`config.mk`:
```
export PLATFORM = sky130hd
export DESIGN_NAME = minterm_scanner
export DESIGN_NICKNAME = d
export VERILOG_FILES = /design/src/rtl/minterm_scanner.sv
export SDC_FILE = /design/constraint.sdc
export NUM_CORES = 1
export LEC_CHECK = 0
export ABC_AREA = 1
export BUFFER_PORTS_ARGS = -buffer_cell sky130_fd_sc_hd__buf_2
export CAP_MARGIN = 20
export CORE_AREA = 2 2 68 70
export CTS_CLUSTER_DIAMETER = 30
export DETAILED_ROUTE_END_ITERATION = 10
export DIE_AREA = 0 0 70 72
export GPL_TIMING_DRIVEN = 0
export HOLD_SLACK_MARGIN = 0.05
export PLACE_DENSITY = 0.7
export SETUP_SLACK_MARGIN = 0.05
export SLEW_MARGIN = 20
export SYNTH_ARGS = -nofsm -noshare
export SYNTH_HDL_FRONTEND = slang
export SYNTH_SLANG_ARGS = --single-unit
```
`constraint.sdc`:
```
create_clock -name clk -period 1.65 [get_ports clk]
set_clock_uncertainty 0.1 [all_clocks]
set_input_delay 0.165 -clock clk [delete_from_list [all_inputs] [get_ports clk]]
set_output_delay 0.165 -clock clk [all_outputs]
set_load 0.02 [all_outputs]
```
`src/rtl/minterm_scanner.sv`:
```
// minterm_scanner: sweeps a 4-input function stage through all 16 input
// combinations, captures F per index and checks it against a minterm mask.
`default_nettype none

module minterm_scanner #(
   parameter logic [15:0] EXPECTED = 16'h0DD0,
   parameter int          SETTLE   = 1
) (
   input  logic        clk,
   input  logic        rst_n,
   input  logic        start,
   output logic        en_out,
   output logic        a,
   output logic        b,
   output logic        c,
   output logic        d,
   input  logic        f_in,
   output logic        busy,
   output logic        done,
   output logic [15:0] map,
   output logic        pass,
   output logic [4:0]  mismatch_cnt,
   output logic [3:0]  first_fail
);

   localparam logic [1:0] S_IDLE = 2'd0;
   localparam logic [1:0] S_SCAN = 2'd1;
   localparam logic [1:0] S_DONE = 2'd2;

   localparam logic [3:0] C_LAST = 4'(SETTLE - 1);

   logic [1:0]  state_q, state_d;
   logic [3:0]  idx_q, idx_d;
   logic [3:0]  cnt_q, cnt_d;
   logic [15:0] map_q, map_d;
   logic [4:0]  mcnt_q, mcnt_d;
   logic [3:0]  ff_q, ff_d;
   logic        seen_q, seen_d;
   logic        pass_q, pass_d;

   logic        w_sample;
   logic        w_miss;

   assign w_sample = (state_q == S_SCAN) && (cnt_q == C_LAST);
   assign w_miss   = (f_in != EXPECTED[idx_q]);

   always_ff @(posedge clk or negedge rst_n) begin
      if (!rst_n) begin
         state_q <= S_IDLE;
         idx_q   <= 4'd0;
         cnt_q   <= 4'd0;
         map_q   <= 16'd0;
         mcnt_q  <= 5'd0;
         ff_q    <= 4'd0;
         seen_q  <= 1'b0;
         pass_q  <= 1'b0;
      end else begin
         state_q <= state_d;
         idx_q   <= idx_d;
         cnt_q   <= cnt_d;
         map_q   <= map_d;
         mcnt_q  <= mcnt_d;
         ff_q    <= ff_d;
         seen_q  <= seen_d;
         pass_q  <= pass_d;
      end
   end

   always_comb begin
      state_d = state_q;
      case (state_q)
         S_IDLE:  if (start) state_d = S_SCAN;
         S_SCAN:  if (w_sample && (idx_q == 4'd15)) state_d = S_DONE;
         S_DONE:  state_d = S_IDLE;
         default: state_d = S_IDLE;
      endcase
   end

   always_comb begin
      idx_d  = idx_q;
      cnt_d  = cnt_q;
      map_d  = map_q;
      mcnt_d = mcnt_q;
      ff_d   = ff_q;
      seen_d = seen_q;
      pass_d = pass_q;
      case (state_q)
         S_IDLE: begin
            if (start) begin
               idx_d  = 4'd0;
               cnt_d  = 4'd0;
               map_d  = 16'd0;
               mcnt_d = 5'd0;
               ff_d   = 4'd0;
               seen_d = 1'b0;
               pass_d = 1'b0;
            end
         end
         S_SCAN: begin
            if (w_sample) begin
               map_d[idx_q] = f_in;
               if (w_miss) begin
                  mcnt_d = mcnt_q + 5'd1;
                  if (!seen_q) begin
                     ff_d   = idx_q;
                     seen_d = 1'b1;
                  end
               end
               cnt_d = 4'd0;
               // Verdict must include the mismatch found on this final sample.
               if (idx_q == 4'd15) pass_d = (mcnt_q == 5'd0) && !w_miss;
               else                idx_d  = idx_q + 4'd1;
            end else begin
               cnt_d = cnt_q + 4'd1;
            end
         end
         default: ;
      endcase
   end

   always_comb begin
      en_out       = (state_q == S_SCAN);
      busy         = (state_q == S_SCAN);
      done         = (state_q == S_DONE);
      {a, b, c, d} = (state_q == S_SCAN) ? idx_q : 4'd0;
      map          = map_q;
      pass         = pass_q;
      mismatch_cnt = mcnt_q;
      first_fail   = ff_q;
   end

endmodule

`default_nettype wire

```
=== Word-level counts from Yosys, hierarchy flattened ===
Memories as Yosys holds them, arrays and structs flattened.
Cells that the tools add are included.

* Multiplexer cells: 32
* Magnitude comparators: 2
* Add/subtract/negate cells: 3
* Equal/unequal tests: 11
* Reductions and logical operators: 16

{| class="wikitable"
|+ Operators by type and width
! cell !! number
|-
| 16-bit two-way mux || 2
|-
| 4-bit two-way mux || 8
|-
| 16-bit one-hot mux with 2 select lines || 1
|-
| 4-bit one-hot mux with 2 select lines || 3
|-
| 16-bit bitwise mux || 1
|-
| 5-bit two-way mux || 3
|-
| 4-bit AND reduction || 3
|-
| 5-bit one-hot mux with 2 select lines || 1
|-
| 4-bit by 1-bit adder with 4-bit output (second input constant) || 2
|-
| 2-bit by 1-bit inequality test with 1-bit output (second input constant) || 4
|-
| 1-bit two-way mux || 7
|-
| 2-bit inequality test (second input constant) || 3
|-
| 5-bit by 1-bit adder with 5-bit output (second input constant) || 1
|-
| 5-bit logical NOT || 1
|-
| 4-bit by 5-bit < comparator with 1-bit output (second input constant) || 1
|-
| 5-bit AND reduction || 1
|-
| 1-bit demux with 4-bit select || 1
|-
| 4-bit == test (second input constant) || 1
|-
| 4-bit by 1-bit >= comparator with 1-bit output (second input constant) || 1
|-
| 1-bit logical AND || 4
|-
| 4-bit logical NOT || 1
|-
| 2-bit two-way mux || 2
|-
| 1-bit one-hot mux with 2 select lines || 2
|-
| 2-bit one-hot mux with 2 select lines || 1
|-
| 8 further kinds || 9
|}

* Register bits after elaboration: 37
* Bits in read-only memories: 16
* Memories: 1
* Bits of input ports: 4

{| class="wikitable"
|+ Memories
! memory !! words !! bits a word !! read ports !! clocked after memory_dff !! write ports !! RTL line !! RTL
|-
| (name not given) || 16 || 1 || 1 || 0 || 0 || 45 || <nowiki>assign w_miss = (f_in != EXPECTED[idx_q]);</nowiki>
|}

=== Logic depth before layout (Yosys ltp) ===
Gate-level depths: netlist (run 1).

* Word-level depth: 8
* Gate-level depth with buffers: 10
* Mapped depth without buffers: 9

=== Least setup slack after synthesis (run 1) ===
Ideal clock, no wire load.

* Path kind: register to register
* From: register idx_q[1]
* To: register mcnt_q[0] (netlist: mismatch_cnt[0])
* Setup time: 0.132 ns
* Required time: 1.418 ns
* Arrival time: 1.318 ns
* Clock period less this slack: 1.550 ns
* Buffers on the path: 0
* Cell stages (with the launch flop): 10
* Slack: 0.100 ns
* Cells stage by stage: dfrtp_1 > inv_1 > ha_1 > inv_1 > nand3_1 > nand2_1 > nand3_4 > nand2_1 > nand2_1 > o21ai_1

* Longest elaborated chain between the ends: 5

{| class="wikitable"
|+ Ends and longest elaborated chain
! what !! RTL line !! RTL
|-
| start: declaration || 33 || <nowiki>logic [3:0] idx_q, idx_d;</nowiki>
|-
| start signal: assignment || 59 || <nowiki>idx_q <= idx_d;</nowiki>
|-
| memory 16 x 1 bit || - ||
|-
| 1-bit two-way mux (implied by the code) || 45 ||
|-
| 1-bit inequality test || 45 ||
|-
| 2-bit by 1-bit inequality test with 1-bit output (no source line) || - ||
|-
| 4-bit AND reduction (no source line) || - ||
|-
| end signal: assignment || 62 || <nowiki>mcnt_q <= mcnt_d;</nowiki>
|-
| end: declaration || 36 || <nowiki>logic [4:0] mcnt_q, mcnt_d;</nowiki>
|}

No other way between the ends. The select of a mux whose other input is x is not followed.
A chain may end at the register's enable or synchronous reset.

=== Worst setup path in the final report (run 1) ===
* From: register cnt_q[1]
* To: register map_q[7] (netlist: map[7])

* Longest elaborated chain between the ends: 4

{| class="wikitable"
|+ Ends and longest elaborated chain
! what !! RTL line !! RTL
|-
| start: declaration || 34 || <nowiki>logic [3:0] cnt_q, cnt_d;</nowiki>
|-
| start signal: assignment || 60 || <nowiki>cnt_q <= cnt_d;</nowiki>
|-
| 4-bit logical NOT || 44 || <nowiki>assign w_sample = (state_q == S_SCAN) && (cnt_q == C_LAST);</nowiki>
|-
| 1-bit logical AND || 44 ||
|-
| 2-bit by 1-bit inequality test with 1-bit output (no source line) || - ||
|-
| 3-bit AND reduction (no source line) || - ||
|-
| end signal: assignment || 61 || <nowiki>map_q <= map_d;</nowiki>
|-
| end: declaration || 35 || <nowiki>logic [15:0] map_q, map_d;</nowiki>
|}

No other way between the ends.

==> summary.md, run 1 <==
| Metric | Value |
|---|---|
| Status | `finished, final reports clean` |
| Proportion of netlist area held by the largest area contributor | `44.66%` |
| Pin slew with the least headroom to its limit | `0.8287 ns` |
| CTS tree | `yes` |
| Sequential share of the synthesized area | `44.66%` |
| Largest net degree at the start of global routing | `38` |
| Worst slew margin | `44.75%` |
| Routed WL | `5275 µm` |
| Mapped Area | `2073 µm²` |
| TritonCTS Sinks | `37` |
| Vias in the first global route | `1795` |
| Startpoint Class | `flop` |
| First-pass GRT wire length | `8176 µm` |
| Overall Power | `0.005523 W` |
| Area leader, netlist | `dfrtp_1` |
| Setup tns final | `0 ns` |
| Adder-cell share of the synthesized area | `4.828%` |
| DRT iter0 DRCs | `104` |
| IO Pins | `37` |
| Maxcap violations | `0` |
| Rows | `24` |
| All-Layer GR Usage | `20.54%` |
| Endpoints failing setup | `0` |
| Die Span Y | `72 µm` |
| Global route overflow | `0` |
| CP Data Required Time | `1.72 ns` |
| Clock-pin slew on the worst setup and hold paths | `0.06 ns` |
| Syn Area/Cell | `8.785 µm²` |
| Worst skew pair latency | `0.29 ns` |
| Drt wl/cell | `14.73 µm` |
| Dpl cells | `324` |
| Synth Area in Simple Gates | `30.36%` |
| Dominant cells by area after synthesis | `dfrtp_1, nand2_1, ha_1` |
| Worst vdd ir | `1.040 mV` |
| Detailed placement HPWL | `3187 µm` |
| Post-DRT Antenna Nets | `0` |
| CTS Buf Count | `5` |
| Leak Pwr | `1.373 nW` |
| PortBufs | `36` |
| Core Box Area | `4264 µm²` |
| Layout cell share with drive strength beyond 1 | `44.77%` |
| Main combinational cell family by area after synthesis | `simple AND/OR/NAND/NOR gates` |
| Non-filler cells, final | `358` |
| Die width | `70 µm` |
| Pre-antenna DRT Iters | `4` |
| Final Cycle Share | `98.20%` |
| Area Growth Syn to Fin | `39.23%` |
| Pwr dens | `1913 nW/µm²` |
| Mux contribution to synthesized area | `0%` |
| Starting density of the core | `48.62%` |
| Antenna diodes | `0` |
| CTS Buffer Depth | `2` |
| RSZ-0062 raised after global routing | `yes` |
| Die area | `5040 µm²` |
| Initial antenna violation count | `0` |
| CTS Root Cell | `clkbuf_8` |
| CP Max Fanout | `5` |
| H-tree depth | `2` |
| CP Capture Type | `flop` |
| Syn Nets | `248` |
| Worst min path class | `input port to flop` |
| YS warnings | `0` |
| Hold WS | `0.07440 ns` |
| Routability cong. | `0.8876` |
| Cells after Synth | `236` |
| DR DRC count | `0` |
| Pre-CTS WS | `-0.1798 ns` |
| Setup slack after layout | `0.02968 ns` |
| DR vias/cell | `5.218` |
| Post-synthesis xor/xnor area fraction | `2.112%` |
| Synth unique cells | `33` |
| Vias after detailed routing | `1868` |
| Yosys reg bits | `37` |
| Period minus WS final | `1.620 ns` |
| Fmax | `617.2 MHz` |
| Slew Viols, Final | `0` |
| Compound-cell area share of the yosys netlist | `10.98%` |
| Hold Fails Final Rpt | `0` |
| Crit path DAT | `1.69 ns` |
| # nets final | `319` |
| Critical path class | `flop to flop` |
[what timing repair did]
item	in CTS	in global routing
setup endpoints to repair	33	37
hold buffers	1	0
pin swaps	3	11
cloned	1	1
setup buffers	9	16
endpoints found under the hold margin	37	0
gates resized for setup	24	44
[layout make-up]
class / count / area (µm²)
clock inverter: 1 / 5.005
tap: 52 / 65.06
multi-input combinational: 169 / 1191
clock buffer: 5 / 68.82
inverter: 23 / 88.84
fill: 328 / 1378
timing repair buffer: 64 / 457.9
sequential: 37 / 928.4
buffer: 7 / 81.33
[final timing paths]
path / start / end / slack [ns] / cells after the start
max in group asynchronous: rst_n / state_q[0]$_DFFE_PN0P_ / 0.47 / 2
min in group asynchronous: rst_n / map[9]$_DFFE_PN0P_ / 0.41 / 2
max reg2reg: cnt_q[1]$_DFFE_PN0P_ / map[7]$_DFFE_PN0P_ / 0.03 / 7
min: f_in / map[7]$_DFFE_PN0P_ / 0.07 / 3
max: cnt_q[1]$_DFFE_PN0P_ / map[7]$_DFFE_PN0P_ / 0.03 / 7
min reg2reg: first_fail[3]$_DFFE_PN0P_ / first_fail[3]$_DFFE_PN0P_ / 0.37 / 2
[power breakdown]
group | internal, W | leakage (nW) | switching (W) | total (W)
clock network | 0.000277 | 0.0399 | 0.000298 | 0.000575
logic | 0.00144 | 0.850 | 0.00206 | 0.00349
registers | 0.00122 | 0.483 | 0.000233 | 0.00146
total | 0.00294 | 1.37 | 0.00259 | 0.00552
[logic make-up after synthesis]
| kind of cell | count (synthesis) |
|---|---|
| AND/OR/NAND/NOR | 122 |
| flip-flops | 37 |
| AO/OA/AOI/OAI | 34 |
| buffers and inverters | 30 |
| adder cells (fa/ha/maj) | 8 |
| XOR/XNOR | 5 |
[layer usage]
layer | share of wire (%) | track usage, %
met1 | 44 | 25.90
met2 | 49 | 34.71
met3 | 4.9 | 4.306
met4 | 2.0 | 8.547
met5 | 0 | 0
[worst max-delay path, cell delays in order (launching register included)]
cell and delay, ns:
dfrtp_1 0.40, inv_2 0.09, ha_4 0.14, nand3_4 0.08
a21oi_4 0.25, buf_6 0.19, o21a_1 0.17, o21ai_1 0.09
[registers in the layout (all words and copies together), names as in the netlist]
signal	flops
mismatch_cnt	5
idx_q	4
cnt_q	4
map	16
state_q	2
first_fail	4
pass	1
seen_q	1
[cell usage after synthesis]
cell      number
buf_12         1
xor2_1         4
nor3_1         1
nand2_4        1
nor2_4         2
clkbuf_1       1
o22ai_2        1
nor4b_1        1
o21ai_0        7
nand3_4        1
buf_6          1
a21oi_2       10
nor2_2         1
o21ai_1        8
nand3_2        3
dfrtp_1       37
nand3_1       17
nand4_1        6
nand2_2        2
xnor2_1        1
o21ai_2        1
buf_2          2
nor3_2         8
inv_1         21
o22ai_1        5
a21oi_1        1
nand2_8        1
buf_4          2
nand2_1       61
inv_2          2
ha_1           8
o21a_1         1
nor2_1        17
[per-stage QoR]
step	area, µm²	util, %
after floorplan	2073	-
after global placement	2318	54.37
after detailed placement	2318	54.37
after CTS	2566	60.18
after global routing	2887	67.69
final	2887	67.69
[layout by cell type (no fill, tap or decap), types with 3 or more instances in the layout]
cell type / synthesis / layout
nand2_1: 61 / 57
dfrtp_1: 37 / 35
buf_2: 2 / 31
buf_4: 2 / 25
nand3_1: 17 / 17
inv_1: 21 / 16
nor2_1: 17 / 12
a21oi_2: 10 / 10
buf_6: 1 / 9
inv_2: 2 / 6
nand4_1: 6 / 6
o21ai_1: 8 / 6
o21ai_0: 7 / 6
nor2_4: 2 / 5
clkbuf_8: 0 / 5
nand3_4: 1 / 4
nor3_4: 0 / 4
nor3_2: 8 / 4
xor2_1: 4 / 4
o22ai_2: 1 / 4
nand2_4: 1 / 3
nor2_2: 1 / 3
nand2_2: 2 / 3
o21ai_2: 1 / 3
ha_1: 8 / 3
ha_2: 0 / 3
(Power assumes the default switching activity.)
==> run 2: changes to the inputs <==
CORE_AREA = 2 2 58 82   (was 2 2 68 70)
DIE_AREA = 0 0 60 84   (was 0 0 70 72)
==> summary.md, run 2 (same netlist as run 1, synthesis figures left out) <==
| Metric | Value |
|---|---|
| Status | `finished, final reports clean` |
| Pwr dens | `1924 nW/µm²` |
| PortBufs | `36` |
| Leak Pwr | `1.307 nW` |
| Critical path class | `flop to flop` |
| Crit path DAT | `1.64 ns` |
| DRT iter0 DRCs | `62` |
| Initial antenna violation count | `0` |
| Bufs and invs on worst path | `2` |
| Area Growth Syn to Fin | `33.43%` |
| Slew Viols, Final | `0` |
| CP Max Fanout | `5` |
| Most frequent cells in the layout | `nand2_1, dfrtp_1, buf_2` |
| Fillers | `375` |
| Worst slew margin | `44.83%` |
| Startpoint Class | `flop` |
| Endpoints failing setup | `0` |
| CTS Buf Count | `5` |
| Antenna diodes | `0` |
| CTS tree | `yes` |
| Vias in the first global route | `1750` |
| Worst R2R Path Depth | `7` |
| CTS Root Cell | `clkbuf_8` |
| Clock-pin slew on the worst setup and hold paths | `0.07 ns` |
| Routed WL | `4780 µm` |
| Layout cell share with drive strength beyond 1 | `42.95%` |
| Commonest non-fill, non-tap cell in the layout | `nand2_1` |
| RSZ-0062 raised after global routing | `yes` |
| CP Depth | `7` |
| Rows | `29` |
| R2r startpoint | `cnt_q[0]$_DFFE_PN0P_` |
| Global route overflow | `0` |
| CP Cell Sequence | `inv_2, ha_4, nand3_4, a21oi_4, buf_6, o21a_1, a21oi_1` |
| Hold Fails Final Rpt | `0` |
| Routability cong. | `0.7795` |
| # nets final | `309` |
| Final Cycle Share | `94.89%` |
| Largest net degree at the start of global routing | `38` |
| Post-DRT Antenna Nets | `0` |
| CP startpoint | `cnt_q[0]$_DFFE_PN0P_` |
| Maxcap violations | `0` |
| Family with the most delay on the worst path | `compound AO/OA/AOI/OAI gates` |
| Slowest-stage cell, CP | `dfrtp_1` |
| IO Pins | `37` |
| Worst vdd ir | `1.009 mV` |
| Die area | `5040 µm²` |
| Die Span Y | `84 µm` |
| Fmax | `638.7 MHz` |
| CTS Buffer Depth | `2` |
| End point of the critical path | `idx_q[2]$_DFFE_PN0P_` |
| Pin slew with the least headroom to its limit | `0.8275 ns` |
| Flop2flop setup slack | `0.08 ns` |
| Starting density of the core | `47.22%` |
| First-pass GRT wire length | `7893 µm` |
| Vias after detailed routing | `1803` |
| Placed cell area | `2331 µm²` |
| Overall Power | `0.005322 W` |
| TritonCTS Sinks | `37` |
| Period minus WS final | `1.566 ns` |
| Final Instance Area | `2766 µm²` |
| Reg-to-Reg End | `idx_q[2]$_DFFE_PN0P_` |
| Max reg flops | `16` |
| Core Box Area | `4390 µm²` |
| DR vias/cell | `5.008` |
| DR DRC count | `0` |
| Crit-path max cell delay | `0.40 ns` |
| Worst skew pair latency | `0.29 ns` |
| Drt wl/cell | `13.28 µm` |
| CP Data Required Time | `1.72 ns` |
| Worst min path class | `input port to flop` |
| All-Layer GR Usage | `20.25%` |
| CP Capture Type | `flop` |
| Pre-antenna DRT Iters | `4` |
| H-tree depth | `2` |
| Die width | `60 µm` |
| Detailed placement HPWL | `3112 µm` |
run 2: where the power goes:
| group | leakage, nW | internal [W] | switching (W) |
|---|---|---|---|
| clock network | 0.0395 | 0.000300 | 0.000308 |
| registers | 0.482 | 0.00122 | 0.000246 |
| logic | 0.785 | 0.00130 | 0.00195 |
run 2: layout make-up:
cell class                 count  area [µm²]  area share [%]
timing repair buffer          54       345.3           12.48
tap                           62       77.57           2.804
buffer                         7       81.33           2.940
sequential                    37       928.4           33.56
inverter                      23       88.84           3.211
clock buffer                   8       80.08           2.895
multi-input combinational    169        1165           42.11
run 2: timing repair:
action	4_1_cts	5_1_grt
pin swaps	1	10
setup endpoints to repair	32	37
endpoints found under the hold margin	37	0
resized for setup	19	45
buffers inserted	6	10
hold buffers	1	0
cloned	1	0
run 2: layer usage:
metal  up-vias  GRT usage, %  share of wire [%]
met4         0         7.677                1.6
met3         7         4.341                3.1
met5         -             0                  0
met2        36         33.50                 53
met1       863         25.02                 43
li1        897             -                  -
run 2: worst min path at each step:
| stage | startpoint | to | slack (ns) | depth (start not counted) |
|---|---|---|---|---|
| final | f_in | map[7]$_DFFE_PN0P_ | 0.09 | 3 |
| after global routing | f_in | map[7]$_DFFE_PN0P_ | 0.08 | 3 |
| after CTS | f_in | map[7]$_DFFE_PN0P_ | 0.08 | 3 |
| after detailed placement | rst_n | map[3]$_DFFE_PN0P_ | 0.21 | 1 |
| after global placement | rst_n | map[0]$_DFFE_PN0P_ | 0.21 | 1 |
| after floorplan | rst_n | cnt_q[0]$_DFFE_PN0P_ | -0.23 | 0 |
run 2: per-stage QoR:
| stage | setup slack, ns | hold slack [ns] | setup TNS, ns | cells | util (%) |
|---|---|---|---|---|---|
| after global routing | 0.01462 | 0.08111 | 0 | 360 | 63.01 |
| after floorplan | 0.09993 | -0.2306 | 0 | 236 | - |
| final | 0.08427 | 0.08515 | 0 | 360 | 63.01 |
| after detailed placement | -0.1238 | 0.2118 | -0.6510 | 334 | 53.09 |
| after CTS | 0.03545 | 0.08056 | 0 | 350 | 57.94 |
| after global placement | -0.09088 | 0.2092 | -0.4971 | 334 | 53.09 |
run 2: tightest hold or removal path, cell delays in order:
cell and delay [ns]:
buf_2 0.12, nand4_1 0.10, o21ai_2 0.05
